File: src/rtl/spi_arbiter.sv
// -----------------------------------------------------------------------------
// spi_arbiter
//
// Shares one SPI master between nreq requesters using round-robin arbitration.
// A grant covers one whole transaction. The transaction runs in this order:
// packet size to the master, then the outgoing word to the master, then the
// word returned by the master, then delivery of that word to the requester.
// The master's single active-low chip select is routed onto the cs bit of the
// granted requester. Every other cs bit is held high.
//
// Ports
//   clk, reset      clock, synchronous active-high reset
//   req_val/rdy     per-requester transaction handshake (nreq bits each)
//   req_msg         flattened outgoing words; requester i at [i*nbits +: nbits]
//   req_size        flattened packet sizes;   requester i at [i*SW +: SW]
//   resp_val/rdy    per-requester response handshake
//   resp_msg        returned word, shared by all requesters
//   spi_size_*      packet size channel to the master
//   spi_recv_*      outgoing word channel to the master
//   spi_send_*      returned word channel from the master
//   spi_cs          master chip select (active low)
//   cs              per-device chip selects (active low)
// -----------------------------------------------------------------------------
module spi_arbiter #(
    parameter int unsigned nbits = 34,
    parameter int unsigned nreq  = 2
) (
    input  logic                                   clk,
    input  logic                                   reset,

    input  logic [nreq-1:0]                        req_val,
    output logic [nreq-1:0]                        req_rdy,
    input  logic [nreq*nbits-1:0]                  req_msg,
    input  logic [nreq*($clog2(nbits)+1)-1:0]      req_size,

    output logic [nreq-1:0]                        resp_val,
    input  logic [nreq-1:0]                        resp_rdy,
    output logic [nbits-1:0]                       resp_msg,

    output logic                                   spi_size_val,
    input  logic                                   spi_size_rdy,
    output logic [$clog2(nbits):0]                 spi_size_msg,

    output logic                                   spi_recv_val,
    input  logic                                   spi_recv_rdy,
    output logic [nbits-1:0]                       spi_recv_msg,

    input  logic                                   spi_send_val,
    output logic                                   spi_send_rdy,
    input  logic [nbits-1:0]                       spi_send_msg,

    input  logic                                   spi_cs,
    output logic [nreq-1:0]                        cs
);

    localparam int unsigned SW = $clog2(nbits) + 1;
    localparam int unsigned PW = $clog2(nreq);

    localparam logic [SW-1:0] SIZE_MAX = SW'(nbits);
    localparam logic [PW-1:0] LAST_REQ = PW'(nreq - 1);
    localparam logic [PW:0]   NREQ_W   = (PW + 1)'(nreq);

    typedef enum logic [2:0] {
        IDLE,
        SIZE,
        XFER,
        WAIT,
        RESP
    } state_t;

    state_t           state_q, state_d;
    logic [PW-1:0]    ptr_q,   ptr_d;
    logic [PW-1:0]    grant_q, grant_d;
    logic [nbits-1:0] msg_q,   msg_d;
    logic [nbits-1:0] resp_q,  resp_d;
    logic [SW-1:0]    size_q,  size_d;

    logic             win_valid;
    logic [PW-1:0]    win_idx;
    logic [PW:0]      cand;

    // A size of zero, or one wider than the word, means a full word.
    function automatic logic [SW-1:0] clamp_size(input logic [SW-1:0] s);
        if ((s == '0) || (s > SIZE_MAX)) begin
            return SIZE_MAX;
        end
        return s;
    endfunction

    // Round-robin search starting at ptr_q. The candidate sum has one extra bit
    // so that the wrap is a single subtraction, even when nreq is not a power of two.
    always_comb begin
        win_valid = 1'b0;
        win_idx   = '0;
        cand      = '0;
        for (int unsigned k = 0; k < nreq; k++) begin
            cand = {1'b0, ptr_q} + (PW + 1)'(k);
            if (cand >= NREQ_W) begin
                cand = cand - NREQ_W;
            end
            if (!win_valid && req_val[cand[PW-1:0]]) begin
                win_valid = 1'b1;
                win_idx   = cand[PW-1:0];
            end
        end
    end

    // Next-state and output logic
    always_comb begin
        state_d      = state_q;
        ptr_d        = ptr_q;
        grant_d      = grant_q;
        msg_d        = msg_q;
        resp_d       = resp_q;
        size_d       = size_q;

        req_rdy      = '0;
        resp_val     = '0;
        spi_size_val = 1'b0;
        spi_recv_val = 1'b0;
        spi_send_rdy = 1'b0;
        cs           = '1;

        if (state_q != IDLE) begin
            cs[grant_q] = spi_cs;
        end

        unique case (state_q)
            IDLE: begin
                // The winner has req_val high by construction, so offering
                // rdy to it always fires.
                if (win_valid && !reset) begin
                    req_rdy[win_idx] = 1'b1;
                    state_d          = SIZE;
                    grant_d          = win_idx;
                    msg_d            = req_msg[win_idx*nbits +: nbits];
                    size_d           = clamp_size(req_size[win_idx*SW +: SW]);
                end
            end

            SIZE: begin
                spi_size_val = 1'b1;
                if (spi_size_rdy) begin
                    state_d = XFER;
                end
            end

            XFER: begin
                spi_recv_val = 1'b1;
                if (spi_recv_rdy) begin
                    state_d = WAIT;
                end
            end

            WAIT: begin
                spi_send_rdy = 1'b1;
                if (spi_send_val) begin
                    resp_d  = spi_send_msg;
                    state_d = RESP;
                end
            end

            RESP: begin
                resp_val[grant_q] = 1'b1;
                if (resp_rdy[grant_q]) begin
                    state_d = IDLE;
                    ptr_d   = (grant_q == LAST_REQ) ? '0 : grant_q + PW'(1);
                end
            end

            default: begin
                state_d = IDLE;
            end
        endcase
    end

    always_ff @(posedge clk) begin
        if (reset) begin
            state_q <= IDLE;
            ptr_q   <= '0;
            grant_q <= '0;
            msg_q   <= '0;
            resp_q  <= '0;
            size_q  <= '0;
        end else begin
            state_q <= state_d;
            ptr_q   <= ptr_d;
            grant_q <= grant_d;
            msg_q   <= msg_d;
            resp_q  <= resp_d;
            size_q  <= size_d;
        end
    end

    assign spi_size_msg = size_q;
    assign spi_recv_msg = msg_q;
    assign resp_msg     = resp_q;

endmodule

File: config.mk
export PLATFORM = sky130hd
export DESIGN_NAME = spi_arbiter
export DESIGN_NICKNAME = d
export VERILOG_FILES = /design/src/rtl/spi_arbiter.sv
export SDC_FILE = /design/constraint.sdc
export NUM_CORES = 1
export LEC_CHECK = 0
export BUFFER_PORTS_ARGS = -buffer_cell sky130_fd_sc_hd__buf_2
export CAP_MARGIN = 10
export CORE_ASPECT_RATIO = 1.4
export CORE_MARGIN = 2
export CORE_UTILIZATION = 40
export CTS_BUF_LIST = sky130_fd_sc_hd__clkbuf_4
export CTS_CLUSTER_SIZE = 12
export DETAILED_ROUTE_END_ITERATION = 8
export HOLD_SLACK_MARGIN = 0.15
export PLACE_DENSITY = 0.74
export SETUP_SLACK_MARGIN = 0.1
export SYNTH_ARGS = -nofsm -noshare
export SYNTH_HDL_FRONTEND = slang
export SYNTH_SLANG_ARGS = --single-unit
File: constraint.sdc
create_clock -name clk -period 3 [get_ports clk]
set_input_delay 0.3 -clock clk [delete_from_list [all_inputs] [get_ports clk]]
set_output_delay 0.3 -clock clk [all_outputs]
set_load 0.05 [all_outputs]
==> results.ini, run 1 <==
[job]
drv_cap=0

[critical_path]
regToRegSetupSlack_ns=0.60
r2r_end=spi_recv_msg[31]
critPathLaunchType=register
cp_max_fo=27
crit_start=ptr_q
cp-end-kind=register
crit_path_end=spi_recv_msg[31]
ff2ff_path_depth=5
cp.required_ns=3.37
path_class=register to register
worstPathArrival_ns=2.77
r2r-start=ptr_q

[outcome]
status=completed

[clock_network]
htree_levels=3
cts_resized=0
cts_tree=done
hold_buffers=101
insertion_delay_ns=0.43
cts-root-buf=clkbuf_4
numCtsBuffers=9
path_clk_slew_ns=0.11
postCtsSetupRepairBufs=0
clock_sinks=80
cts_max_path_buffers=2

[sta]
fmax_mhz=417
setup_viol=0
period_minus_slack_ns=2.40
fin_ws_ns=0.602
relSlewSlack_pct=24.9
skew_ns=0.0136
rsz0062_at_grt=no
max_slew.worst_pin.slew_ns=1.12
post-route-period-util_pct=79.9
hold_violations=0
maxSlewViolCount=0
tns_ns=0

[placement]
post-dp-hpwl_um=7300
post_dp_cell_area_um2=4650
dp_slack_ns=1.09
portBuffers=209
dp_cells=720
gp_congestion=0.854

[layout]
drive_gt1_share_pct=36.2
final_cell_area_um2=5770
layout.nets=853
syn_to_final_growth_pct=60.8
fin_cells=837
antenna_cells=0

[yosys]
synthTopCellsByArea=dfxtp_1 (45%), nand2_1 (15%), a311oi_2 (13%)
yosysSeqAreaShare_pct=44.6
syn_avg_cell_area_um2=8.30
synth_top_area_share_pct=44.6
async_flop_share_pct=0
ys_types=40
syn_nets=558
ys_ff_latch=80
synth_commonest_cells=nand2_1 (148), dfxtp_1 (80), nor2_1 (44)
synth-edff-count=0
synth_area_leader_cell=dfxtp_1
yosysMostFrequentCell=nand2_1
postSynthCellCount=432
yosys_warnings=0
synth_ff_type=dfxtp_1
syn_area_um2=3590

[routing]
drc=0
wirelength_um=12300
post_drt_via_cell_ratio=5.09
num_vias=4262
drt_iter0_drc=224
wl_per_cell_um=14.7
dr.pass1.iters=4
detail-route-antenna-nets=0

[worst_hold_path]
hp-class=input port to register
worstHoldPathCells=4

[global_routing]
grt_pass1_wl_um=19600
grt_overflow=0
grt_max_degree=75
grtUsageTotal_pct=25.0
antenna_found_initial=0
grt_pass1_vias=4292

[floorplanning]
rows=40
die_height_um=116
die_w_um=84.0
initial_core_util_pct=41.4
ios=210
die_area_um2=9750
core-area_um2=8660

[power]
vdd_ir_drop_max_uv=460
power_density_nw_per_um2=652
p_leak_nw=2.69
finalPower_w=0.00376

## where the power goes
| part | leakage (nW) | total [W] | switching [W] | internal (W) |
|---|---|---|---|---|
| Clock | 0.0678 | 0.000536 | 0.000355 | 0.000181 |
| Combinational | 1.97 | 0.00188 | 0.00123 | 0.000653 |
| Sequential | 0.653 | 0.00135 | 0.000114 | 0.00123 |
| Total | 2.69 | 0.00376 | 0.00170 | 0.00207 |
## flip-flops by register name (all words and copies together) (netlist names)
name,cells
spi_size_msg,7
spi_recv_msg,34
grant_q,1
resp_msg,34
state_q,3
ptr_q,1
## cell families after synthesis
group                  after synthesis  share of synthesized area [%]
and+or+nand+nor                    217                           24.9
AOI/OAI and AO/OA                   96                           23.8
DFF                                 80                           44.6
buffers and inverters               33                           4.99
muxes                                6                           1.67
## cell type report
cell class | instances | area (um^2)
Tap cell | 105 | 131
Multi-Input combinational cell | 319 | 1820
Clock inverter | 5 | 23.8
Clock buffer | 11 | 82.6
Sequential cell | 80 | 1600
Inverter | 2 | 7.51
Fill cell | 681 | 2890
Timing Repair Buffer | 315 | 2110
## critical path, cell delays in order, from the launching register on
cell and delay, ns:
dfxtp_1 0.38, o21ai_4 0.53, buf_4 0.40, nand2_1 0.10, a311oi_1 0.31, dlygate4sd3_1 0.61
## routing by layer
metal  part of all wire (%)  GRT usage (%)  vias to the layer above  wire, um
li1                       -              -                     2071         -
met1                     36           25.9                     1948      4410
met2                     53           46.9                      211      6490
met3                    7.9           5.27                       32       964
met4                    3.3           13.7                        0       400
met5                      0              0                        -         0
## worst min path at each step
stage / start / to
CTS: req_msg[0] / spi_recv_msg[0]
floorplan: spi_send_msg[10] / resp_msg[10]
global route: resp_rdy[1] / ptr_q
global placement: spi_size_msg[2] / spi_size_msg[2]
finish: resp_rdy[1] / ptr_q
detailed placement: spi_size_msg[4] / spi_size_msg[4]
## cell usage in the layout (no fill, tap or decap), types with 3 or more instances in the layout
cell type / count
buf_2: 209
a311oi_1: 6
or3_1: 4
clkbuf_4: 11
nor2_1: 44
clkinv_2: 4
buf_4: 4
a311oi_2: 30
dlygate4sd3_1: 101
a21oi_1: 42
o31ai_1: 4
mux2i_1: 6
nor3_1: 3
nand2b_1: 4
dfxtp_1: 80
nand2_1: 148
## stage by stage
stage               util, %  hold slack (ns)
detailed placement     53.7            0.440
CTS                    66.6            0.154
global route           66.6            0.190
finish                 66.6            0.196
floorplan                 -            0.436
global placement       53.7            0.439
Note: power is estimated with default switching activity, not from simulation.
==> inputs of run 2 (changes only) <==
ABC_AREA = 1   (was not set)
PLACE_DENSITY = 0.78   (was 0.74)
clock period = 2 ns   (was 3 ns; I/O delays follow)
==> results.ini, run 2 <==
[routing]
post_drt_via_cell_ratio=5.21  ; was 5.09
num_vias=4662  ; was 4262
drt_iter0_drc=277  ; was 224
drc=0  ; unchanged
dr.pass1.iters=5  ; was 4
routed.top_layer=met4  ; unchanged
route.met3.wl_um=1410  ; was 964 um
wirelength_um=13600  ; was 12300 um
wl_met1_um=4810  ; was 4410 um
wl_met2_um=6760  ; was 6490 um
detail-route-antenna-nets=0  ; unchanged
wl_per_cell_um=15.2  ; was 14.7 um

[critical_path]
critPathLaunchType=register  ; unchanged
cp_max_fo=12  ; was 27
worstPathArrival_ns=1.59  ; was 2.77 ns
critPathSlowestCell=dfxtp_1  ; was dlygate4sd3_1
worstPathCellList=inv_1 > nand2_2 > nand2_4 > nand2_1 > clkinv_4 > buf_6  ; was o21ai_4 > buf_4 > nand2_1 > a311oi_1 > dlygate4sd3_1
critPathBufInv=3  ; was 2
crit_family=simple AND/OR/NAND/NOR gates  ; was buffers and inverters
max_stage_delay_ns=0.35  ; was 0.61 ns
path_class=register to primary output  ; was register to register
cp-end-kind=primary output  ; was register
cp.required_ns=1.80  ; was 3.37 ns

[global_routing]
grtUsageTotal_pct=28.5  ; was 25.0%
grt_max_degree=76  ; was 75
grt_pass1_wl_um=20600  ; was 19600 um
grt_pass1_vias=4575  ; was 4292
antenna_found_initial=0  ; unchanged
grt_overflow=0  ; unchanged

[sta]
hold_violations=0  ; unchanged
post-route-period-util_pct=89.3
rsz0062_at_grt=no  ; unchanged
fin_ws_ns=0.214  ; was 0.602 ns
relSlewSlack_pct=49.3  ; was 24.9%
max_slew.worst_pin.slew_ns=0.761  ; was 1.12 ns
skew_ns=0.0266  ; was 0.0136 ns
maxSlewViolCount=0  ; unchanged
setup_viol=0  ; unchanged
period_minus_slack_ns=1.79
fmax_mhz=560
tns_ns=0  ; unchanged

[power]
p_leak_nw=2.75  ; was 2.69 nW
power_density_nw_per_um2=840  ; was 652 nW/um^2
vdd_ir_drop_max_uv=557  ; was 460 uV

[placement]
post-dp-hpwl_um=7440  ; was 7300 um
dp_slack_ns=0.394  ; was 1.09 ns
portBuffers=209  ; unchanged
gp_congestion=0.827  ; was 0.854

[yosys]
syn_area_um2=3410  ; was 3590 um^2
yosysMostFrequentCell=nand2_1  ; unchanged
async_flop_share_pct=0  ; unchanged
synth_commonest_cells=nand2_1 (174), dfxtp_1 (80), nand3_1 (49)  ; was nand2_1 (148), dfxtp_1 (80), nor2_1 (44)
ys_types=25  ; was 40
synth_top_area_share_pct=47.0  ; was 44.6%
synth_ff_type=dfxtp_1  ; unchanged
yosysSeqAreaShare_pct=47.0  ; was 44.6%
postSynthCellCount=470  ; was 432
synth_area_leader_cell=dfxtp_1  ; unchanged
syn_nets=596  ; was 558
syn_avg_cell_area_um2=7.25  ; was 8.30 um^2
yosys_warnings=0  ; unchanged
ys_ff_latch=80  ; unchanged
synthTopCellsByArea=dfxtp_1 (47%), nand2_1 (19%), nand3_1 (7.2%)  ; was dfxtp_1 (45%), nand2_1 (15%), a311oi_2 (13%)
synth-edff-count=0  ; unchanged

[clock_network]
htree_levels=3  ; unchanged
insertion_delay_ns=0.44  ; was 0.43 ns
cts-root-buf=clkbuf_4  ; unchanged
clock_sinks=80  ; unchanged
path_clk_slew_ns=0.12  ; was 0.11 ns
cts_tree=done  ; unchanged
cts_max_path_buffers=2  ; unchanged
numCtsBuffers=9  ; unchanged

[layout]
fillers=597  ; was 681
final_cell_mix=buf_2 (207), nand2_1 (174), dlygate4sd3_1 (107)  ; was buf_2 (209), nand2_1 (148), dlygate4sd3_1 (101)
layout_commonest_cell=buf_2  ; unchanged
drive_gt1_share_pct=32.3  ; was 36.2%
layout.nets=911  ; was 853
multi_input_area_um2=1570  ; was 1820 um^2
seq_area_um2=1610  ; was 1600 um^2
syn_to_final_growth_pct=70.3  ; was 60.8%

[floorplanning]
initial_core_util_pct=41.6  ; was 41.4%
ios=210  ; unchanged
rows=39  ; was 40
die_height_um=113  ; was 116 um
die_w_um=82.0  ; was 84.0 um
die_area_um2=9290  ; was 9750 um^2
core-area_um2=8200  ; was 8660 um^2

[outcome]
status=completed  ; unchanged

[worst_hold_path]
hp-class=input port to register  ; unchanged

[job]
drv_cap=0  ; unchanged

[run 2: cell types whose count changed after synthesis, moves of 4 or more]
cell,before,now
nand3_1,1,49
a31oi_1,1,34
a311oi_2,30,0
nand2_1,148,174
nor2_1,44,18
inv_1,2,22
a311oi_1,6,0
mux2i_1,6,0
nand2b_1,4,0
o31ai_1,4,0
or3_1,4,0
[run 2: path summary, 6_finish.rpt]
check,cells after the start,from,end,slack (ns)
worst max-delay path,6,ptr_q,req_rdy[0],0.21
worst min register to register,2,spi_size_msg[6],spi_size_msg[6],0.46
worst max register to register,9,state_q[2],spi_recv_msg[25],0.25
worst min-delay path,7,req_size[6],spi_size_msg[1],0.19
[run 2: what timing repair did]
action	CTS	global route
endpoints found under the setup margin	2	5
endpoints found under the hold margin	74	0
buffers inserted	1	5
hold buffers	107	0
resized for setup	6	2
pin swaps	1	1
[run 2: area by class of cell]
type | instances | area share, %
diodes | 2 | 0.0862
clock buffers | 10 | 1.29
clock inverters | 6 | 1.03
inverters | 24 | 1.68
multi-input cells | 337 | 27.0
flip-flops and latches | 80 | 27.6
well taps | 102 | 2.20
repair buffers | 333 | 39.1
[run 2: metrics by stage]
| stage | hold slack (ns) | utilization (%) | instance area [um^2] | std cells | total power (W) |
|---|---|---|---|---|---|
| finish | 0.187 | 70.8 | 5810 | 894 | 0.00488 |
| floorplan | 0.349 | - | 3410 | 470 | 0.00320 |
| CTS | 0.154 | 70.3 | 5760 | 887 | 0.00480 |
| global placement | 0.433 | 55.3 | 4530 | 763 | 0.00364 |
| detailed placement | 0.442 | 55.3 | 4530 | 763 | 0.00367 |
| global route | 0.190 | 70.8 | 5800 | 892 | 0.00510 |
[run 2: routing by layer]
metal,up-vias,GRT usage [%]
met1,2112,29.7
met2,311,49.8
li1,2175,-
met4,0,17.6
met3,64,6.78
met5,-,0
[run 2: cell families (layout without fill, tap and decap cells)]
kind of cell    after synthesis  after routing  synth area share [%]
simple gates                253            253                  31.7
compound gates               84             84                  14.1
flops                        80             80                  47.0
buf+inv                      53            373                  7.23
other cells                   0              2                     0
[run 2: worst reg2reg max path, delay by kind of cell (launching register included)]
family	cells	cell delay (ns)
AOI/OAI and AO/OA	1	0.23
buffers and inverters	3	0.50
DFF	1	0.39
and+or+nand+nor	5	0.55
[run 2: power breakdown]
part           internal, W  switching [W]
Clock             0.000389       0.000556
Combinational     0.000643        0.00139
Sequential         0.00177       0.000120
==> inputs of run 3 (changes only) <==
BUFFER_PORTS_ARGS = -buffer_cell sky130_fd_sc_hd__clkbuf_2   (was -buffer_cell sky130_fd_sc_hd__buf_2)
==> results.ini, run 3 (synthesized netlist as in run 2, its figures left out) <==
[routing]
drt_iter0_drc=273  ; was 277
dr.pass1.iters=5  ; unchanged
detail-route-antenna-nets=0  ; unchanged
wirelength_um=13900  ; was 13600 um
num_vias=4667  ; was 4662
wl_per_cell_um=15.5  ; was 15.2 um
drc=0  ; unchanged
post_drt_via_cell_ratio=5.21  ; about the same

[power]
internal-power_w=0.00279  ; was 0.00281 W
vdd_ir_drop_max_uv=643  ; was 557 uV
finalPower_w=0.00487  ; was 0.00488 W
p_sw_share_pct=42.8  ; was 42.5%
p_seq_share_pct=39.0  ; was 38.8%
power_density_nw_per_um2=835  ; was 840 nW/um^2
p_switching_w=0.00208  ; was 0.00207 W
p_clk_share_pct=19.3  ; was 19.4%
p_leak_nw=2.71  ; was 2.75 nW
combPwrFrac_pct=41.7  ; was 41.8%

[global_routing]
antenna_found_initial=0  ; unchanged
use_met2_pct=51.7  ; was 49.8%
grt_pass1_wl_um=21400  ; was 20600 um
grtUsageTotal_pct=29.8  ; was 28.5%
grt_use_met3_pct=8.05  ; was 6.78%
grt_overflow=0  ; unchanged
busiest_layer=met2  ; unchanged
grt_max_degree=76  ; unchanged
grt_pass1_vias=4717  ; was 4575
grt_use_met1_pct=30.1  ; was 29.7%

[placement]
post_dp_cell_area_um2=4500  ; was 4530 um^2
dp_slack_ns=0.273  ; was 0.394 ns
portBuffers=209  ; unchanged
gp_congestion=0.811  ; was 0.827
post-dp-hpwl_um=7550  ; was 7440 um

[critical_path]
worstPathArrival_ns=1.60  ; was 1.59 ns
ff2ff_path_depth=6  ; was 9
r2r_end=resp_msg[27]  ; was spi_recv_msg[25]
cp.required_ns=1.80  ; about the same
critPathLaunchType=register  ; unchanged
regToRegSetupSlack_ns=0.20  ; was 0.25 ns
path_class=register to primary output  ; unchanged
cp_max_fo=4  ; was 12
r2r-start=state_q[0]  ; was state_q[2]
cp-end-kind=primary output  ; unchanged

[floorplanning]
die_area_um2=9290  ; unchanged
ios=210  ; unchanged
rows=39  ; unchanged
initial_core_util_pct=41.6  ; unchanged
core-area_um2=8200  ; unchanged
die_w_um=82.0  ; unchanged
die_height_um=113  ; unchanged

[clock_network]
path_clk_slew_ns=0.12  ; about the same
cts_tree=done  ; unchanged
clock_sinks=80  ; unchanged
insertion_delay_ns=0.45  ; was 0.44 ns
cts_max_path_buffers=2  ; unchanged
numCtsBuffers=9  ; unchanged
htree_levels=3  ; unchanged
cts-root-buf=clkbuf_4  ; unchanged

[job]
drv_cap=0  ; unchanged

[sta]
tns_ns=0  ; unchanged
fmax_mhz=555  ; was 560 MHz
fin_ws_ns=0.199  ; was 0.214 ns
fin_hold_ws_ns=0.177  ; was 0.187 ns
setup_viol=0  ; unchanged
rsz0062_at_grt=yes  ; was no
relSlewSlack_pct=47.9  ; was 49.3%
skew_ns=0.0255  ; was 0.0266 ns
period_minus_slack_ns=1.80  ; was 1.79 ns
post-route-period-util_pct=90.1  ; was 89.3%
maxSlewViolCount=0  ; unchanged
hold_violations=0  ; unchanged
max_slew.worst_pin.slew_ns=0.782  ; was 0.761 ns

[layout]
antenna_cells=0  ; was 2
drive_gt1_share_pct=32.0  ; was 32.3%
syn_to_final_growth_pct=71.3  ; was 70.3%
fillers=609  ; was 597
layout_commonest_cell=clkbuf_2  ; was buf_2
final_cell_area_um2=5840  ; was 5810 um^2
final_cell_mix=clkbuf_2 (206), nand2_1 (173), dlygate4sd3_1 (113)  ; was buf_2 (207), nand2_1 (174), dlygate4sd3_1 (107)
layout.nets=914  ; was 911

[outcome]
status=completed  ; unchanged

[worst_hold_path]
min_to=spi_size_msg[0]  ; was spi_size_msg[1]
hp-class=input port to register  ; unchanged
min_from=req_size[7]  ; was req_size[6]
worstHoldPathCells=5  ; was 7

==> run 3: critical path, cell delays in order, from the launching register on <==
cell and delay [ns]:
dfxtp_4 0.39, nor2_4 0.13, nand2_2 0.10, nor2_4 0.18, nand2_2 0.12, clkinv_4 0.08, clkbuf_8 0.18
==> run 3: cell type report <==
class	count	area [um^2]	area share [%]
Timing Repair Buffer	335	2300	39.3
Sequential cell	80	1610	27.5
Multi-Input combinational cell	337	1570	26.9
Tap cell	102	128	2.19
Inverter	24	97.6	1.67
Clock buffer	10	75.1	1.29
Clock inverter	6	60.1	1.03
Timing Repair inverter	1	5.00	0.0857
==> run 3: stage by stage <==
| stage | util (%) | cells |
|---|---|---|
| 4_1_cts | 70.9 | 893 |
| 2_1_floorplan | - | 470 |
| 3_3_place_gp | 54.9 | 761 |
| 5_1_grt | 71.2 | 895 |
| 3_5_place_dp | 54.9 | 761 |
| 6_report | 71.2 | 895 |
==> run 3: worst max-delay path by stage <==
stage	start	end	slack (ns)
after detailed placement	state_q[1]	resp_msg[14]	0.27
after floorplan	state_q[2]	state_q[1]	0.10
after global placement	state_q[1]	req_rdy[0]	0.35
after CTS	state_q[0]	req_rdy[0]	0.13
final	state_q[2]	req_rdy[0]	0.20
after global routing	state_q[2]	req_rdy[0]	0.08
==> run 3: per-layer routing <==
layer | part of all wire, % | wire length [um] | vias to the layer above
met5 | 0 | 0 | -
met4 | 5.2 | 721 | 0
met3 | 9.8 | 1360 | 65
met2 | 50 | 7000 | 302
met1 | 35 | 4810 | 2113
li1 | - | - | 2187
==> run 3: repair_timing <==
item / CTS / global route
endpoints found under the hold margin: 76 / 0
gates cloned: 1 / 0
pin swaps: 2 / 2
setup buffers: 2 / 2
resized for setup: 8 / 5
hold buffers: 113 / 0
endpoints found under the setup margin: 2 / 3
==> run 3: power groups by stage <==
stage | Combinational (W) | Clock, W | Sequential [W]
6_report | 0.00203 | 0.000942 | 0.00190
2_1_floorplan | 0.000749 | 0 | 0.00246
4_1_cts | 0.00196 | 0.000960 | 0.00189
5_1_grt | 0.00216 | 0.00104 | 0.00192
3_5_place_dp | 0.00174 | 0 | 0.00192
3_3_place_gp | 0.00172 | 0 | 0.00192
